## src/rtl/switch_conditioner_pkg.sv

```systemverilog
// Shared types and constants for the alarm switch front-end.
// Debounce state encoding and the channel index map used by every switch_conditioner file.
package alarm_pkg;

  typedef enum logic [1:0] {
    S_LO = 2'd0,
    W_HI = 2'd1,
    S_HI = 2'd2,
    W_LO = 2'd3
  } deb_state_e;

  localparam int unsigned CH_DRV = 0;
  localparam int unsigned CH_PAS = 1;
  localparam int unsigned CH_IGN = 2;
  localparam int unsigned CH_HID = 3;
  localparam int unsigned CH_BRK = 4;
  localparam int unsigned N_SW   = 5;

endpackage

```

## src/rtl/switch_conditioner_if.sv

```systemverilog
// Raw vehicle switch inputs and conditioned outputs of the alarm front-end.
// The slave modport is the conditioner; the master modport is the switch source and FSM side.
interface switch_conditioner_if;

  logic driver_door_raw;
  logic passenger_door_raw;
  logic ignition_raw;
  logic hidden_raw;
  logic brake_raw;
  logic driver_door_switch;
  logic passenger_door_switch;
  logic ignition_switch;
  logic hidden_switch;
  logic brake_pedal_switch;
  logic sec_tick;
  logic tamper_flag;

  modport master (
    output driver_door_raw, passenger_door_raw, ignition_raw, hidden_raw, brake_raw,
    input  driver_door_switch, passenger_door_switch, ignition_switch, hidden_switch,
    input  brake_pedal_switch, sec_tick, tamper_flag
  );

  modport slave (
    input  driver_door_raw, passenger_door_raw, ignition_raw, hidden_raw, brake_raw,
    output driver_door_switch, passenger_door_switch, ignition_switch, hidden_switch,
    output brake_pedal_switch, sec_tick, tamper_flag
  );

endinterface

```

## src/rtl/switch_conditioner_debounce.sv

```systemverilog
// One switch channel: 2-flop synchroniser followed by a counting debounce FSM.
// abort_o pulses on the edge where a pending transition is abandoned.
module switch_debounce
  import alarm_pkg::*;
#(
  parameter int unsigned DEBOUNCE_CYCLES = 16
) (
  input  logic clk,
  input  logic rst,
  input  logic raw_i,
  output logic sw_o,
  output logic abort_o
);

  localparam int unsigned CW = $clog2(DEBOUNCE_CYCLES);
  localparam logic [CW-1:0] CNT_LAST = CW'(DEBOUNCE_CYCLES - 1);
  localparam logic [CW-1:0] CNT_ONE  = CW'(1);

  logic          sync1_q, sync2_q;
  deb_state_e    state_q, state_d;
  logic [CW-1:0] cnt_q, cnt_d;

  always_ff @(posedge clk or posedge rst) begin
    if (rst) begin
      sync1_q <= 1'b0;
      sync2_q <= 1'b0;
      state_q <= S_LO;
      cnt_q   <= '0;
    end else begin
      sync1_q <= raw_i;
      sync2_q <= sync1_q;
      state_q <= state_d;
      cnt_q   <= cnt_d;
    end
  end

  // The debounced level is implied by the state: high while stable-high or waiting to fall.
  always_comb begin
    state_d = state_q;
    cnt_d   = cnt_q;
    abort_o = 1'b0;
    unique case (state_q)
      S_LO: if (sync2_q) begin
        state_d = W_HI;
        cnt_d   = CNT_ONE;
      end
      S_HI: if (!sync2_q) begin
        state_d = W_LO;
        cnt_d   = CNT_ONE;
      end
      W_HI: begin
        if (sync2_q) begin
          if (cnt_q == CNT_LAST) begin
            state_d = S_HI;
            cnt_d   = '0;
          end else begin
            cnt_d = cnt_q + 1'b1;
          end
        end else begin
          state_d = S_LO;
          cnt_d   = '0;
          abort_o = 1'b1;
        end
      end
      W_LO: begin
        if (!sync2_q) begin
          if (cnt_q == CNT_LAST) begin
            state_d = S_LO;
            cnt_d   = '0;
          end else begin
            cnt_d = cnt_q + 1'b1;
          end
        end else begin
          state_d = S_HI;
          cnt_d   = '0;
          abort_o = 1'b1;
        end
      end
      default: begin
        state_d = S_LO;
        cnt_d   = '0;
      end
    endcase
  end

  assign sw_o = (state_q == S_HI) || (state_q == W_LO);

endmodule

```

## src/rtl/switch_conditioner.sv

```systemverilog
// Alarm input front-end: five debounced switches, 1 s tick and door-tamper detection.
// Define TAMPER_DETECT_EN to build the tamper counter; otherwise tamper_flag is tied low.
module switch_conditioner
  import alarm_pkg::*;
#(
  parameter int unsigned DEBOUNCE_CYCLES = 16,
  parameter int unsigned TICK_DIV        = 50_000_000,
  parameter int unsigned TAMPER_THRESH   = 8
) (
  input logic           clk,
  input logic           rst,
  switch_conditioner_if.slave sw_if
);

  localparam int unsigned TKW = $clog2(TICK_DIV);
  localparam logic [TKW-1:0] TICK_LAST = TKW'(TICK_DIV - 1);

  logic [N_SW-1:0] raw, sw, abort;
  logic [TKW-1:0]  tick_cnt_q, tick_cnt_d;
  logic            sec_tick_q, sec_tick_d;

  assign raw[CH_DRV] = sw_if.driver_door_raw;
  assign raw[CH_PAS] = sw_if.passenger_door_raw;
  assign raw[CH_IGN] = sw_if.ignition_raw;
  assign raw[CH_HID] = sw_if.hidden_raw;
  assign raw[CH_BRK] = sw_if.brake_raw;

  for (genvar g = 0; g < N_SW; g++) begin : g_ch
    switch_debounce #(.DEBOUNCE_CYCLES(DEBOUNCE_CYCLES)) u_deb (
      .clk     (clk),
      .rst     (rst),
      .raw_i   (raw[g]),
      .sw_o    (sw[g]),
      .abort_o (abort[g])
    );
  end

  assign sw_if.driver_door_switch    = sw[CH_DRV];
  assign sw_if.passenger_door_switch = sw[CH_PAS];
  assign sw_if.ignition_switch       = sw[CH_IGN];
  assign sw_if.hidden_switch         = sw[CH_HID];
  assign sw_if.brake_pedal_switch    = sw[CH_BRK];

  always_comb begin
    sec_tick_d = (tick_cnt_q == TICK_LAST);
    tick_cnt_d = sec_tick_d ? '0 : tick_cnt_q + 1'b1;
  end

  always_ff @(posedge clk or posedge rst) begin
    if (rst) begin
      tick_cnt_q <= '0;
      sec_tick_q <= 1'b0;
    end else begin
      tick_cnt_q <= tick_cnt_d;
      sec_tick_q <= sec_tick_d;
    end
  end

  assign sw_if.sec_tick = sec_tick_q;

`ifdef TAMPER_DETECT_EN
  localparam int unsigned TCW = $clog2(TAMPER_THRESH + 1);
  localparam logic [TCW:0] TH_W = (TCW + 1)'(TAMPER_THRESH);

  logic [1:0]     door_aborts;
  logic [TCW:0]   base, sum;
  logic [TCW-1:0] tcnt_q, tcnt_d;
  logic           flag_q, flag_d;
  logic           unused_abort;

  assign unused_abort = ^{abort[CH_IGN], abort[CH_HID], abort[CH_BRK]};
  assign door_aborts  = {1'b0, abort[CH_DRV]} + {1'b0, abort[CH_PAS]};

  // A tick restarts the window, so aborts landing on the tick cycle seed the new count.
  always_comb begin
    base   = sec_tick_q ? '0 : {1'b0, tcnt_q};
    sum    = base + (TCW + 1)'(door_aborts);
    tcnt_d = (sum >= TH_W) ? TH_W[TCW-1:0] : sum[TCW-1:0];
    flag_d = flag_q | (sum >= TH_W);
  end

  always_ff @(posedge clk or posedge rst) begin
    if (rst) begin
      tcnt_q <= '0;
      flag_q <= 1'b0;
    end else begin
      tcnt_q <= tcnt_d;
      flag_q <= flag_d;
    end
  end

  assign sw_if.tamper_flag = flag_q;
`else
  localparam int unsigned unused_thresh = TAMPER_THRESH;
  logic unused_abort;

  assign unused_abort      = ^abort;
  assign sw_if.tamper_flag = 1'b0;
`endif

endmodule

```

## src/flat_wrapper.sv

```systemverilog
// flat-port wrapper written by rule: the top's interface ports become plain ports
module switch_conditioner_flat import alarm_pkg::*;
#(
  parameter int unsigned DEBOUNCE_CYCLES = 16,
  parameter int unsigned TICK_DIV        = 50_000_000,
  parameter int unsigned TAMPER_THRESH   = 8
)
  (clk, rst, sw_if_driver_door_raw, sw_if_passenger_door_raw, sw_if_ignition_raw, sw_if_hidden_raw, sw_if_brake_raw, sw_if_driver_door_switch, sw_if_passenger_door_switch, sw_if_ignition_switch, sw_if_hidden_switch, sw_if_brake_pedal_switch, sw_if_sec_tick, sw_if_tamper_flag);
  switch_conditioner_if sw_if_i ();
  input logic clk;
  input logic rst;
  input wire logic [$bits(sw_if_i.driver_door_raw)-1:0] sw_if_driver_door_raw;
  input wire logic [$bits(sw_if_i.passenger_door_raw)-1:0] sw_if_passenger_door_raw;
  input wire logic [$bits(sw_if_i.ignition_raw)-1:0] sw_if_ignition_raw;
  input wire logic [$bits(sw_if_i.hidden_raw)-1:0] sw_if_hidden_raw;
  input wire logic [$bits(sw_if_i.brake_raw)-1:0] sw_if_brake_raw;
  output wire logic [$bits(sw_if_i.driver_door_switch)-1:0] sw_if_driver_door_switch;
  output wire logic [$bits(sw_if_i.passenger_door_switch)-1:0] sw_if_passenger_door_switch;
  output wire logic [$bits(sw_if_i.ignition_switch)-1:0] sw_if_ignition_switch;
  output wire logic [$bits(sw_if_i.hidden_switch)-1:0] sw_if_hidden_switch;
  output wire logic [$bits(sw_if_i.brake_pedal_switch)-1:0] sw_if_brake_pedal_switch;
  output wire logic [$bits(sw_if_i.sec_tick)-1:0] sw_if_sec_tick;
  output wire logic [$bits(sw_if_i.tamper_flag)-1:0] sw_if_tamper_flag;
  assign sw_if_i.driver_door_raw = sw_if_driver_door_raw;
  assign sw_if_i.passenger_door_raw = sw_if_passenger_door_raw;
  assign sw_if_i.ignition_raw = sw_if_ignition_raw;
  assign sw_if_i.hidden_raw = sw_if_hidden_raw;
  assign sw_if_i.brake_raw = sw_if_brake_raw;
  assign sw_if_driver_door_switch = sw_if_i.driver_door_switch;
  assign sw_if_passenger_door_switch = sw_if_i.passenger_door_switch;
  assign sw_if_ignition_switch = sw_if_i.ignition_switch;
  assign sw_if_hidden_switch = sw_if_i.hidden_switch;
  assign sw_if_brake_pedal_switch = sw_if_i.brake_pedal_switch;
  assign sw_if_sec_tick = sw_if_i.sec_tick;
  assign sw_if_tamper_flag = sw_if_i.tamper_flag;
  switch_conditioner #(.DEBOUNCE_CYCLES(DEBOUNCE_CYCLES), .TICK_DIV(TICK_DIV), .TAMPER_THRESH(TAMPER_THRESH)) u_core (.clk(clk), .rst(rst), .sw_if(sw_if_i));
endmodule
```

## config.mk

```make
export PLATFORM = sky130hd
export DESIGN_NAME = switch_conditioner_flat
export DESIGN_NICKNAME = d
export VERILOG_FILES = /design/src/rtl/switch_conditioner_pkg.sv /design/src/rtl/switch_conditioner_if.sv /design/src/rtl/switch_conditioner_debounce.sv /design/src/rtl/switch_conditioner.sv /design/src/flat_wrapper.sv
export SDC_FILE = /design/constraint.sdc
export NUM_CORES = 1
export LEC_CHECK = 0
export CORE_MARGIN = 2
export CORE_UTILIZATION = 35
export CTS_CLUSTER_DIAMETER = 120
export DETAILED_ROUTE_END_ITERATION = 10
export PLACE_DENSITY_LB_ADDON = 0.3
export RECOVER_POWER = 25
export REMOVE_ABC_BUFFERS = 1
export SETUP_SLACK_MARGIN = 0.4
export SYNTH_ARGS = -nofsm -noshare
export SYNTH_HDL_FRONTEND = slang
export SYNTH_HIERARCHICAL = 1
export SYNTH_SLANG_ARGS = --single-unit
```

## constraint.sdc

```tcl
create_clock -name clk -period 1.71 [get_ports clk]
set_input_delay 0.2565 -clock clk [delete_from_list [all_inputs] [get_ports clk]]
set_output_delay 0.2565 -clock clk [all_outputs]
set_load 0.02 [all_outputs]
```

==> results of run 1 <==
## report_power, final
part           leakage, nW  switching, mW  internal, mW
logic                0.943          0.146         0.146
registers            0.863         0.0682          1.64
clock network       0.0947          0.564         0.714
## state kept, by name (all words and copies together), names as in the netlist, named ones only
| signal | flops |
|---|---|
| u_core/tick_cnt_q | 26 |
| u_core/g_ch.u_deb/cnt_q | 20 |
| u_core/g_ch.u_deb/state_q | 5 |
| u_core/g_ch.u_deb/sync1_q | 5 |
| u_core/g_ch.u_deb/sync2_q | 5 |
| u_core/sw_if.sec_tick | 1 |
## layer usage
layer  share of wire  track usage  vias up  wire length [um]
li1                -            -     1213                 -
met1            0.44        0.179     1243              3090
met2            0.52        0.252       38              3620
met3           0.033       0.0475        5               233
met4           0.011       0.0506        0                74
met5               0            0        -                 0
## through the flow
| stage | hold slack (ns) | util | worst slack, ns | instance area (sq um) |
|---|---|---|---|---|
| after global placement | 0.334 | 0.411 | -0.161 | 3580 |
| after detailed placement | 0.340 | 0.411 | -0.226 | 3580 |
| after global routing | 0.354 | 0.491 | -0.121 | 4280 |
| after CTS | 0.337 | 0.463 | -0.0640 | 4030 |
| after floorplan | 0.0722 | - | -0.195 | 3100 |
| final | 0.345 | 0.491 | -0.0590 | 4280 |
## final cells by class
| cell class | count | area (sq um) |
|---|---|---|
| clock buffer | 14 | 153 |
| clock inverter | 2 | 35.0 |
| fill | 765 | 4440 |
| inverter | 18 | 67.6 |
| multi-input combinational | 197 | 1630 |
| sequential | 67 | 1680 |
| tap | 108 | 135 |
| timing repair buffer | 71 | 578 |
## final timing paths
| path | to | slack [ns] | cells after the start |
|---|---|---|---|
| min in group asynchronous | u_core/g_ch[2].u_deb/sync2_q$_DFF_PP0_ | 0.49 | 2 |
| setup reg to reg | u_core/tick_cnt_q[14]$_DFF_PP0_ | -0.06 | 6 |
| hold / removal | u_core/g_ch[2].u_deb/sync2_q$_DFF_PP0_ | 0.35 | 0 |
| hold reg to reg | u_core/g_ch[2].u_deb/sync2_q$_DFF_PP0_ | 0.35 | 0 |
| setup / recovery | u_core/tick_cnt_q[14]$_DFF_PP0_ | -0.06 | 6 |
| max in group asynchronous | u_core/tick_cnt_q[20]$_DFF_PP0_ | 0.85 | 3 |
## layout by cell type, fill, tap and decap left out, types with 3 or more instances in the layout
cell	n
a21oi_1	9
a21oi_2	3
a31oi_1	5
and2_1	5
and3_1	4
and4_1	3
and4b_1	5
buf_2	5
buf_4	47
buf_6	12
clkbuf_1	4
clkbuf_8	10
dfrtp_1	63
dfrtp_2	4
dlygate4sd3_1	6
ha_2	3
ha_4	4
inv_1	13
inv_2	5
mux2_2	5
nand2_1	12
nand3_1	34
nand4_1	17
nor2_1	4
nor2_2	3
nor2_4	4
o2111ai_1	5
o22a_2	5
o311ai_1	4
o31ai_1	5
or4_1	6
or4_4	4
xnor2_1	7
xnor2_2	3
xor2_1	10
xor2_2	4
## timing repair
| item | CTS | global route |
|---|---|---|
| buffers inserted | 17 | 12 |
| pin swaps | 31 | 9 |
| setup endpoints to repair | 35 | 41 |
| gates resized for setup | 56 | 36 |
==> impl_metrics.py, run 1 <==
metrics = {
    "critical_path": {
        "timing.critical_path.max_delay_family": "simple AND/OR/NAND/NOR gates",
        "path_cells": "nand4_2, buf_6, or4_4, buf_6, or3_4, a21oi_2",
        "criticalPathCategory": "reg -> reg",
        "largest_stage_delay_on_the_critical_path_ns": 0.51,
        "critPathMaxFanout": 4,
        "worst-path-buf-inv": 2,
        "setup.worst_path.end_class": "flop",
        "required_ns": 1.98,
        "worstReg2RegStart": "u_core/tick_cnt_q[2]$_DFF_PP0_",
        "critPathSlowestCell": "or4_4",
        "cp.arrival_ns": 2.04,
        "worst_setup_path_startpoint": "u_core/tick_cnt_q[2]$_DFF_PP0_",
        "crit_path_frequent_cell": "buf_6",
        "timing.critical_path.from_type": "flop",
    },
    "route": {
        "drt_first_iter_violations": 124,
        "routed-via-count": 2499,
        "detail_route.drc_violations": 0,
        "post_drt_wl_per_cell_um": 14.7,
        "finalWirelength_mm": 7.01,
        "route.detailed.vias_per_inst": 5.24,
        "detail_route.first_pass.iterations": 4,
        "drt.antenna.violating_nets": 0,
    },
    "place": {
        "port-buffer-count": 12,
        "dp_hpwl_mm": 4.45,
        "post-place-cells": 432,
        "gpl.final_weighted_congestion": 0.839,
    },
    "synthesis": {
        "synthesis.instances": 290,
        "netlist_area_before_placement_sq_um": 3140,
        "synthesis.yosys.warnings": 6,
        "synth_area_per_cell_sq_um": 10.8,
    },
    "global_routing": {
        "grt_start_max_net_pins": 28,
        "grt.total_usage": 0.149,
        "grt.overflow.total": 0,
        "grt_first_pass_wirelength_mm": 11.6,
        "grt_pass1_vias": 2521,
        "antenna_found_initial": 0,
    },
    "cells_and_area": {
        "ratio_of_cells_with_drive_above_1_in_the_final_layout": 0.374,
        "synthToLayoutAreaGrowth_pct": 36.6,
        "antenna-diode-count": 0,
        "num-nets-final": 378,
        "finish.cell_count_without_fillers": 477,
    },
    "floorplanning": {
        "die_w_um": 98.7,
        "boundaryPins": 14,
        "initial_utilization": 0.360,
        "fp.dieH_um": 98.7,
        "dieArea_sq_um": 9740,
        "placeableCoreArea_sq_um": 8720,
        "number_of_core_rows": 34,
    },
    "cts": {
        "tritoncts": "yes",
        "holdBufCountCts": 0,
        "clk_latency_ns": 0.34,
        "cts_buffer_depth": 2,
        "clk_pin_slew_worst_paths_ns": 0.07,
        "cts.sinks": 67,
        "htree_levels": 3,
        "tritoncts.num_buffers": 9,
        "root_buffer": "clkbuf_8",
    },
    "timing": {
        "finalMaxSlewViolations": 0,
        "tns_ns": -0.210,
        "finalHoldViolCount": 0,
        "final.min_clock_period_ns": 1.77,
        "finalSetupViolCount": 12,
        "max_freq_mhz": 565,
        "setup_slack_ns": -0.0590,
        "fin_crit_sh": 1.03,
        "grt_setup_unrepaired": "true",
        "fin_worst_skew_ns": 0.00689,
    },
    "power_and_ir_drop": {
        "power.density_cell_area_nw_per_um2": 766,
        "p_leak_nw": 1.90,
        "power.ir.vdd_worst_mv": 0.369,
        "power_mw": 3.28,
    },
    "status": {
        "violations": "negative setup slack",
        "outcome": "finished, violations left",
    },
    "min_path": {
        "min_from": "u_core/g_ch[2].u_deb/sync1_q$_DFF_PP0_",
        "worstHoldPathType": "reg -> reg",
    },
    "flow_run": {
        "max-cap-violations": 0,
    },
}
(Power assumes the default switching activity.)
==> run 2, diff against run 1 <==
--- a/config.mk
+++ b/config.mk
@@ -6,7 +6,7 @@
 export NUM_CORES = 1
 export LEC_CHECK = 0
 export CORE_MARGIN = 2
-export CORE_UTILIZATION = 35
+export CORE_UTILIZATION = 40
 export CTS_CLUSTER_DIAMETER = 120
 export DETAILED_ROUTE_END_ITERATION = 10
 export PLACE_DENSITY_LB_ADDON = 0.3
==> impl_metrics.py, run 2 (synthesis gave the netlist of run 1 again) <==
metrics = {
    "cts": {
        "root_buffer": "clkbuf_8",
        "cts_buffer_depth": 2,
        "cts.sinks": 67,
        "clk_latency_ns": 0.34,
        "holdBufCountCts": 0,
        "tritoncts": "yes",
        "clk_pin_slew_worst_paths_ns": 0.07,
        "tritoncts.num_buffers": 9,
        "htree_levels": 3,
    },
    "timing": {
        "finalMaxSlewViolations": 0,
        "finalHoldWorstSlack_ns": 0.354,
        "final.min_clock_period_ns": 1.83,
        "tns_ns": -0.562,
        "setup_slack_ns": -0.120,
        "max_freq_mhz": 546,
        "grt_setup_unrepaired": "true",
        "finalSetupViolCount": 7,
        "finalHoldViolCount": 0,
        "fin_crit_sh": 1.07,
        "fin_worst_skew_ns": 0.00571,
    },
    "power_and_ir_drop": {
        "power.density_cell_area_nw_per_um2": 711,
        "p_leak_nw": 1.98,
        "power.ir.vdd_worst_mv": 0.450,
    },
    "cells_and_area": {
        "top_register": "u_core/tick_cnt_q",
        "num-nets-final": 388,
        "nFillCells": 612,
        "commonest_non_fill_non_tap_cell_in_the_layout": "dfrtp_1",
        "final_core_util": 0.585,
        "largest_registers": "u_core/tick_cnt_q (26), u_core/g_ch.u_deb/cnt_q (20)",
        "antenna-diode-count": 0,
        "ratio_of_cells_with_drive_above_1_in_the_final_layout": 0.422,
        "final_cell_mix": "dfrtp_1 (63), buf_4 (51), nand3_1 (33)",
        "synthToLayoutAreaGrowth_pct": 42.6,
        "largest_register_ff_count": 26,
    },
    "critical_path": {
        "criticalPathCategory": "reg -> reg",
        "setup.worst_path.end_class": "flop",
        "timing.critical_path.from_type": "flop",
        "cp.arrival_ns": 2.10,
        "largest_stage_delay_on_the_critical_path_ns": 0.52,
        "critPathMaxFanout": 3,
        "critPathSlowestCell": "or4_4",
        "path_cells": "nand4_2, buf_6, or4_4, buf_6, or3_4, a21oi_2",
        "worst-path-buf-inv": 2,
        "timing.critical_path.max_delay_family": "simple AND/OR/NAND/NOR gates",
        "crit_path_frequent_cell": "buf_6",
        "required_ns": 1.98,
    },
    "floorplanning": {
        "number_of_core_rows": 32,
        "initial_utilization": 0.410,
        "dieArea_sq_um": 8570,
        "boundaryPins": 14,
        "die_w_um": 92.6,
        "fp.dieH_um": 92.6,
        "placeableCoreArea_sq_um": 7650,
    },
    "global_routing": {
        "grt_use_met3": 0.0545,
        "grt_first_pass_wirelength_mm": 11.4,
        "antenna_found_initial": 0,
        "grt_pass1_vias": 2464,
        "use_met2": 0.277,
        "grt_start_max_net_pins": 28,
        "grt.busiest_layer": "met2",
        "grt.overflow.total": 0,
        "grtUsageMet1": 0.208,
        "grt.total_usage": 0.170,
    },
    "route": {
        "route.detailed.vias_per_inst": 5.52,
        "detail_route.drc_violations": 0,
        "finalWirelength_mm": 7.42,
        "drt.antenna.violating_nets": 0,
        "post_drt_wl_per_cell_um": 15.5,
        "detail_route.first_pass.iterations": 4,
        "routed-via-count": 2644,
        "drt_first_iter_violations": 130,
    },
    "place": {
        "gpl.final_weighted_congestion": 0.830,
        "dp_hpwl_mm": 4.29,
        "port-buffer-count": 12,
    },
    "flow_run": {
        "max-cap-violations": 0,
    },
    "min_path": {
        "worstHoldPathType": "reg -> reg",
    },
    "status": {
        "outcome": "finished, violations left",
        "violations": "negative setup slack",
    },
}
==> run 2: cell types whose count changed in the layout (fill, tap and decap cells not counted), sizes merged <==
cell           before  now
buf                64   73
clkinvlp            0    1
clkdlybuf4s15       0    2
bufinv              1    0
clkbuf             15   12
==> run 2: power breakdown <==
part	internal, mW	switching (mW)
Clock	0.587	0.557
Sequential	1.64	0.0719
Combinational	0.164	0.157
==> run 2: area by class of cell <==
type                            instances  area [sq um]  share of cell area
Clock buffer                           12           155              0.0347
Inverter                               18          67.6              0.0151
Tap cell                              102           128              0.0285
Timing Repair Buffer                   81           687               0.154
Clock inverter                          2          12.5             0.00280
Multi-Input combinational cell        197          1740               0.390
Sequential cell                        67          1680               0.376
==> run 2: metrics by stage <==
stage	cells	cell area [sq um]	total power, mW	setup slack (ns)
after global placement	427	3580	1.93	-0.0934
after CTS	456	4030	3.14	-0.0642
after detailed placement	427	3580	1.94	-0.161
after global routing	479	4470	3.33	-0.191
after floorplan	282	3100	1.87	-0.195
final	479	4470	3.18	-0.120
==> run 2: what timing repair did <==
action | 4_1_cts | 5_1_grt
resized for setup | 66 | 51
pin swaps | 31 | 24
setup endpoints to repair | 36 | 39
gates cloned | 0 | 1
buffers inserted | 15 | 22
==> run 2: metal layers <==
layer / up-vias / share of wire / wire [um]
li1: 1237 / - / -
met1: 1316 / 0.43 / 3230
met2: 73 / 0.50 / 3690
met3: 18 / 0.042 / 308
met4: 0 / 0.026 / 191
met5: - / 0 / 0
==> run 2: path summary, 6_finish.rpt <==
kind                                                         from                                        end  slack, ns  cells after the start
max                                u_core/tick_cnt_q[3]$_DFF_PP0_            u_core/tick_cnt_q[14]$_DFF_PP0_      -0.12                      6
min in group asynchronous                                     rst  u_core/g_ch[1].u_deb/cnt_q[1]$_DFFE_PP0P_       0.45                      2
max reg2reg                        u_core/tick_cnt_q[3]$_DFF_PP0_            u_core/tick_cnt_q[14]$_DFF_PP0_      -0.12                      6
max in group asynchronous                                     rst            u_core/tick_cnt_q[19]$_DFF_PP0_       0.88                      3
min reg2reg                u_core/g_ch[3].u_deb/sync1_q$_DFF_PP0_     u_core/g_ch[3].u_deb/sync2_q$_DFF_PP0_       0.35                      0
min                        u_core/g_ch[3].u_deb/sync1_q$_DFF_PP0_     u_core/g_ch[3].u_deb/sync2_q$_DFF_PP0_       0.35                      0
==> run 2: worst register-to-register path, stage by stage, from the launching register on <==
cell	delay (ns)
dfrtp_1	0.38
nand4_2	0.15
buf_6	0.15
or4_4	0.52
buf_6	0.14
or3_4	0.32
a21oi_2	0.11
==> run 3, diff against run 2 <==
--- a/config.mk
+++ b/config.mk
@@ -5,14 +5,17 @@
 export SDC_FILE = /design/constraint.sdc
 export NUM_CORES = 1
 export LEC_CHECK = 0
+export CELL_PAD_IN_SITES_DETAIL_PLACEMENT = 1
+export CELL_PAD_IN_SITES_GLOBAL_PLACEMENT = 2
 export CORE_MARGIN = 2
-export CORE_UTILIZATION = 40
+export CORE_UTILIZATION = 36
 export CTS_CLUSTER_DIAMETER = 120
 export DETAILED_ROUTE_END_ITERATION = 10
 export PLACE_DENSITY_LB_ADDON = 0.3
 export RECOVER_POWER = 25
 export REMOVE_ABC_BUFFERS = 1
 export SETUP_SLACK_MARGIN = 0.4
+export SLEW_MARGIN = 15
 export SYNTH_ARGS = -nofsm -noshare
 export SYNTH_HDL_FRONTEND = slang
 export SYNTH_HIERARCHICAL = 1
==> constraint.sdc (replaced) <==
create_clock -name clk -period 1.65 [get_ports clk]
set_input_delay 0.2475 -clock clk [delete_from_list [all_inputs] [get_ports clk]]
set_output_delay 0.2475 -clock clk [all_outputs]
set_load 0.02 [all_outputs]
==> impl_metrics.py, run 3 (synthesis gave the netlist of run 1 again) <==
metrics = {
    "cells_and_area": {
        "commonest_non_fill_non_tap_cell_in_the_layout": "buf_4",
        "antenna-diode-count": 0,
        "final_cell_mix": "buf_4 (60), dfrtp_1 (55), nand3_1 (33)",
        "fin_area_sq_um": 4520,
        "largest_registers": "u_core/tick_cnt_q (26), u_core/g_ch.u_deb/cnt_q (20)",
        "synthToLayoutAreaGrowth_pct": 44.1,
        "ratio_of_cells_with_drive_above_1_in_the_final_layout": 0.470,
        "largest_register_ff_count": 26,
        "num-nets-final": 396,
        "top_register": "u_core/tick_cnt_q",
    },
    "power_and_ir_drop": {
        "power.clock.fraction": 0.337,
        "power.share.combinational": 0.115,
        "power.density_cell_area_nw_per_um2": 716,
        "intPower_mw": 2.41,
        "p_switching_mw": 0.821,
        "power_switching_share": 0.254,
        "seq_power_share": 0.548,
        "power_mw": 3.23,
        "p_leak_nw": 2.11,
        "power.ir.vdd_worst_mv": 0.356,
    },
    "timing": {
        "finalMaxSlewViolations": 0,
        "final.min_clock_period_ns": 1.84,
        "grt_setup_unrepaired": "true",
        "fin_worst_skew_ns": 0.00688,
        "setup_slack_ns": -0.191,
        "finalHoldViolCount": 0,
        "fin_crit_sh": 1.12,
        "max_freq_mhz": 543,
        "finalHoldWorstSlack_ns": 0.357,
        "tightestPinTransition_ns": 0.683,
        "max-slew-margin-rel": 0.545,
        "finalSetupViolCount": 20,
    },
    "global_routing": {
        "grt_first_pass_wirelength_mm": 13.0,
        "grt_start_max_net_pins": 28,
        "antenna_found_initial": 0,
        "grt.overflow.total": 0,
        "grt_pass1_vias": 2656,
        "grt.total_usage": 0.170,
    },
    "cts": {
        "clk_latency_ns": 0.33,
        "cts_buffer_depth": 2,
        "holdBufCountCts": 0,
        "clk_pin_slew_worst_paths_ns": 0.07,
        "tritoncts.num_buffers": 9,
        "root_buffer": "clkbuf_8",
        "tritoncts": "yes",
        "htree_levels": 3,
        "cts.sinks": 67,
    },
    "status": {
        "outcome": "finished, violations left",
        "violations": "negative setup slack",
    },
    "critical_path": {
        "worstReg2RegStart": "u_core/tick_cnt_q[11]$_DFF_PP0_",
        "required_ns": 1.91,
        "timing.critical_path.from_type": "flop",
        "cp.arrival_ns": 2.11,
        "criticalPathCategory": "reg -> reg",
        "setup.worst_path.end_class": "flop",
        "critPathMaxFanout": 2,
        "worst_setup_path_startpoint": "u_core/tick_cnt_q[11]$_DFF_PP0_",
    },
    "floorplanning": {
        "die_w_um": 97.3,
        "initial_utilization": 0.365,
        "boundaryPins": 14,
        "number_of_core_rows": 34,
        "placeableCoreArea_sq_um": 8590,
        "dieArea_sq_um": 9480,
        "fp.dieH_um": 97.3,
    },
    "place": {
        "dp_hpwl_mm": 5.08,
        "placed_cell_areas_sq_um": 3620,
        "gpl.final_weighted_congestion": 0.815,
        "port-buffer-count": 12,
    },
    "flow_run": {
        "max-cap-violations": 0,
    },
    "route": {
        "detail_route.drc_violations": 0,
        "route.detailed.vias_per_inst": 5.37,
        "post_drt_wl_per_cell_um": 17.1,
        "detail_route.first_pass.iterations": 4,
        "drt.antenna.violating_nets": 0,
        "drt_first_iter_violations": 59,
        "finalWirelength_mm": 8.45,
        "routed-via-count": 2647,
    },
    "min_path": {
        "worstHoldPathType": "reg -> reg",
        "min_from": "u_core/g_ch[0].u_deb/sync1_q$_DFF_PP0_",
    },
}
-- run 3: cell count changes in the layout (fill, tap and decap cells not counted), moves of 3 or more --
cell / change
a21oi_2: +4
buf_6: -3
nor2_1: +5
dfrtp_2: +8
dfrtp_1: -8
clkinv_2: +3
a21oi_1: -4
buf_4: +9
nor2_2: -3
-- run 3: final cells by class --
| type | count | area, sq um |
|---|---|---|
| inverter | 18 | 67.6 |
| multi-input combinational | 197 | 1740 |
| clock inverter | 4 | 20.0 |
| timing repair buffer | 89 | 734 |
| tap | 108 | 135 |
| sequential | 67 | 1690 |
| fill | 945 | 4070 |
| clock buffer | 10 | 128 |
-- run 3: final timing paths --
kind | cells after the start | to | slack, ns
worst min register to register | 0 | u_core/g_ch[0].u_deb/sync2_q$_DFF_PP0_ | 0.36
worst max register to register | 5 | u_core/tick_cnt_q[22]$_DFF_PP0_ | -0.19
worst min-delay path | 0 | u_core/g_ch[0].u_deb/sync2_q$_DFF_PP0_ | 0.36
worst max-delay path | 5 | u_core/tick_cnt_q[22]$_DFF_PP0_ | -0.19
max in group asynchronous | 3 | u_core/tick_cnt_q[25]$_DFF_PP0_ | 0.50
min in group asynchronous | 2 | u_core/g_ch[4].u_deb/cnt_q[1]$_DFFE_PP0P_ | 0.46
-- run 3: metal layers --
metal  global-route usage  wire (um)
met1                0.213       3540
met2                0.295       4650
met3               0.0381        171
met4               0.0524         99
met5                    0          0
-- run 3: worst max-delay path: stages, from the launching register on --
cell     delay [ns]
dfrtp_1        0.36
nand4_1        0.16
buf_4          0.18
or4_4          0.48
or4_1          0.45
a21oi_2        0.14
-- run 3: repair_timing --
item / 4_1_cts / 5_1_grt
buffers inserted: 27 / 18
pin swaps: 38 / 21
gates resized for setup: 65 / 59
endpoints found under the setup margin: 42 / 42
-- run 3: power by group through the flow --
stage	clock [mW]	combinational, mW	sequential [mW]
after CTS	1.15	0.311	1.76
final	1.09	0.373	1.77
after detailed placement	0	0.214	1.80
after global placement	0	0.211	1.80
after global routing	1.21	0.419	1.78
after floorplan	0	0.154	1.78
-- run 3: per-stage QoR --
| stage | setup slack (ns) | TNS, ns | utilization | std cells |
|---|---|---|---|---|
| 2_1_floorplan | -0.255 | -1.25 | - | 282 |
| 4_1_cts | -0.160 | -1.22 | 0.479 | 475 |
| 5_1_grt | -0.261 | -3.98 | 0.526 | 493 |
| 3_5_place_dp | -0.245 | -1.18 | 0.422 | 434 |
| 3_3_place_gp | -0.195 | -0.774 | 0.422 | 434 |
| 6_report | -0.191 | -2.24 | 0.526 | 493 |
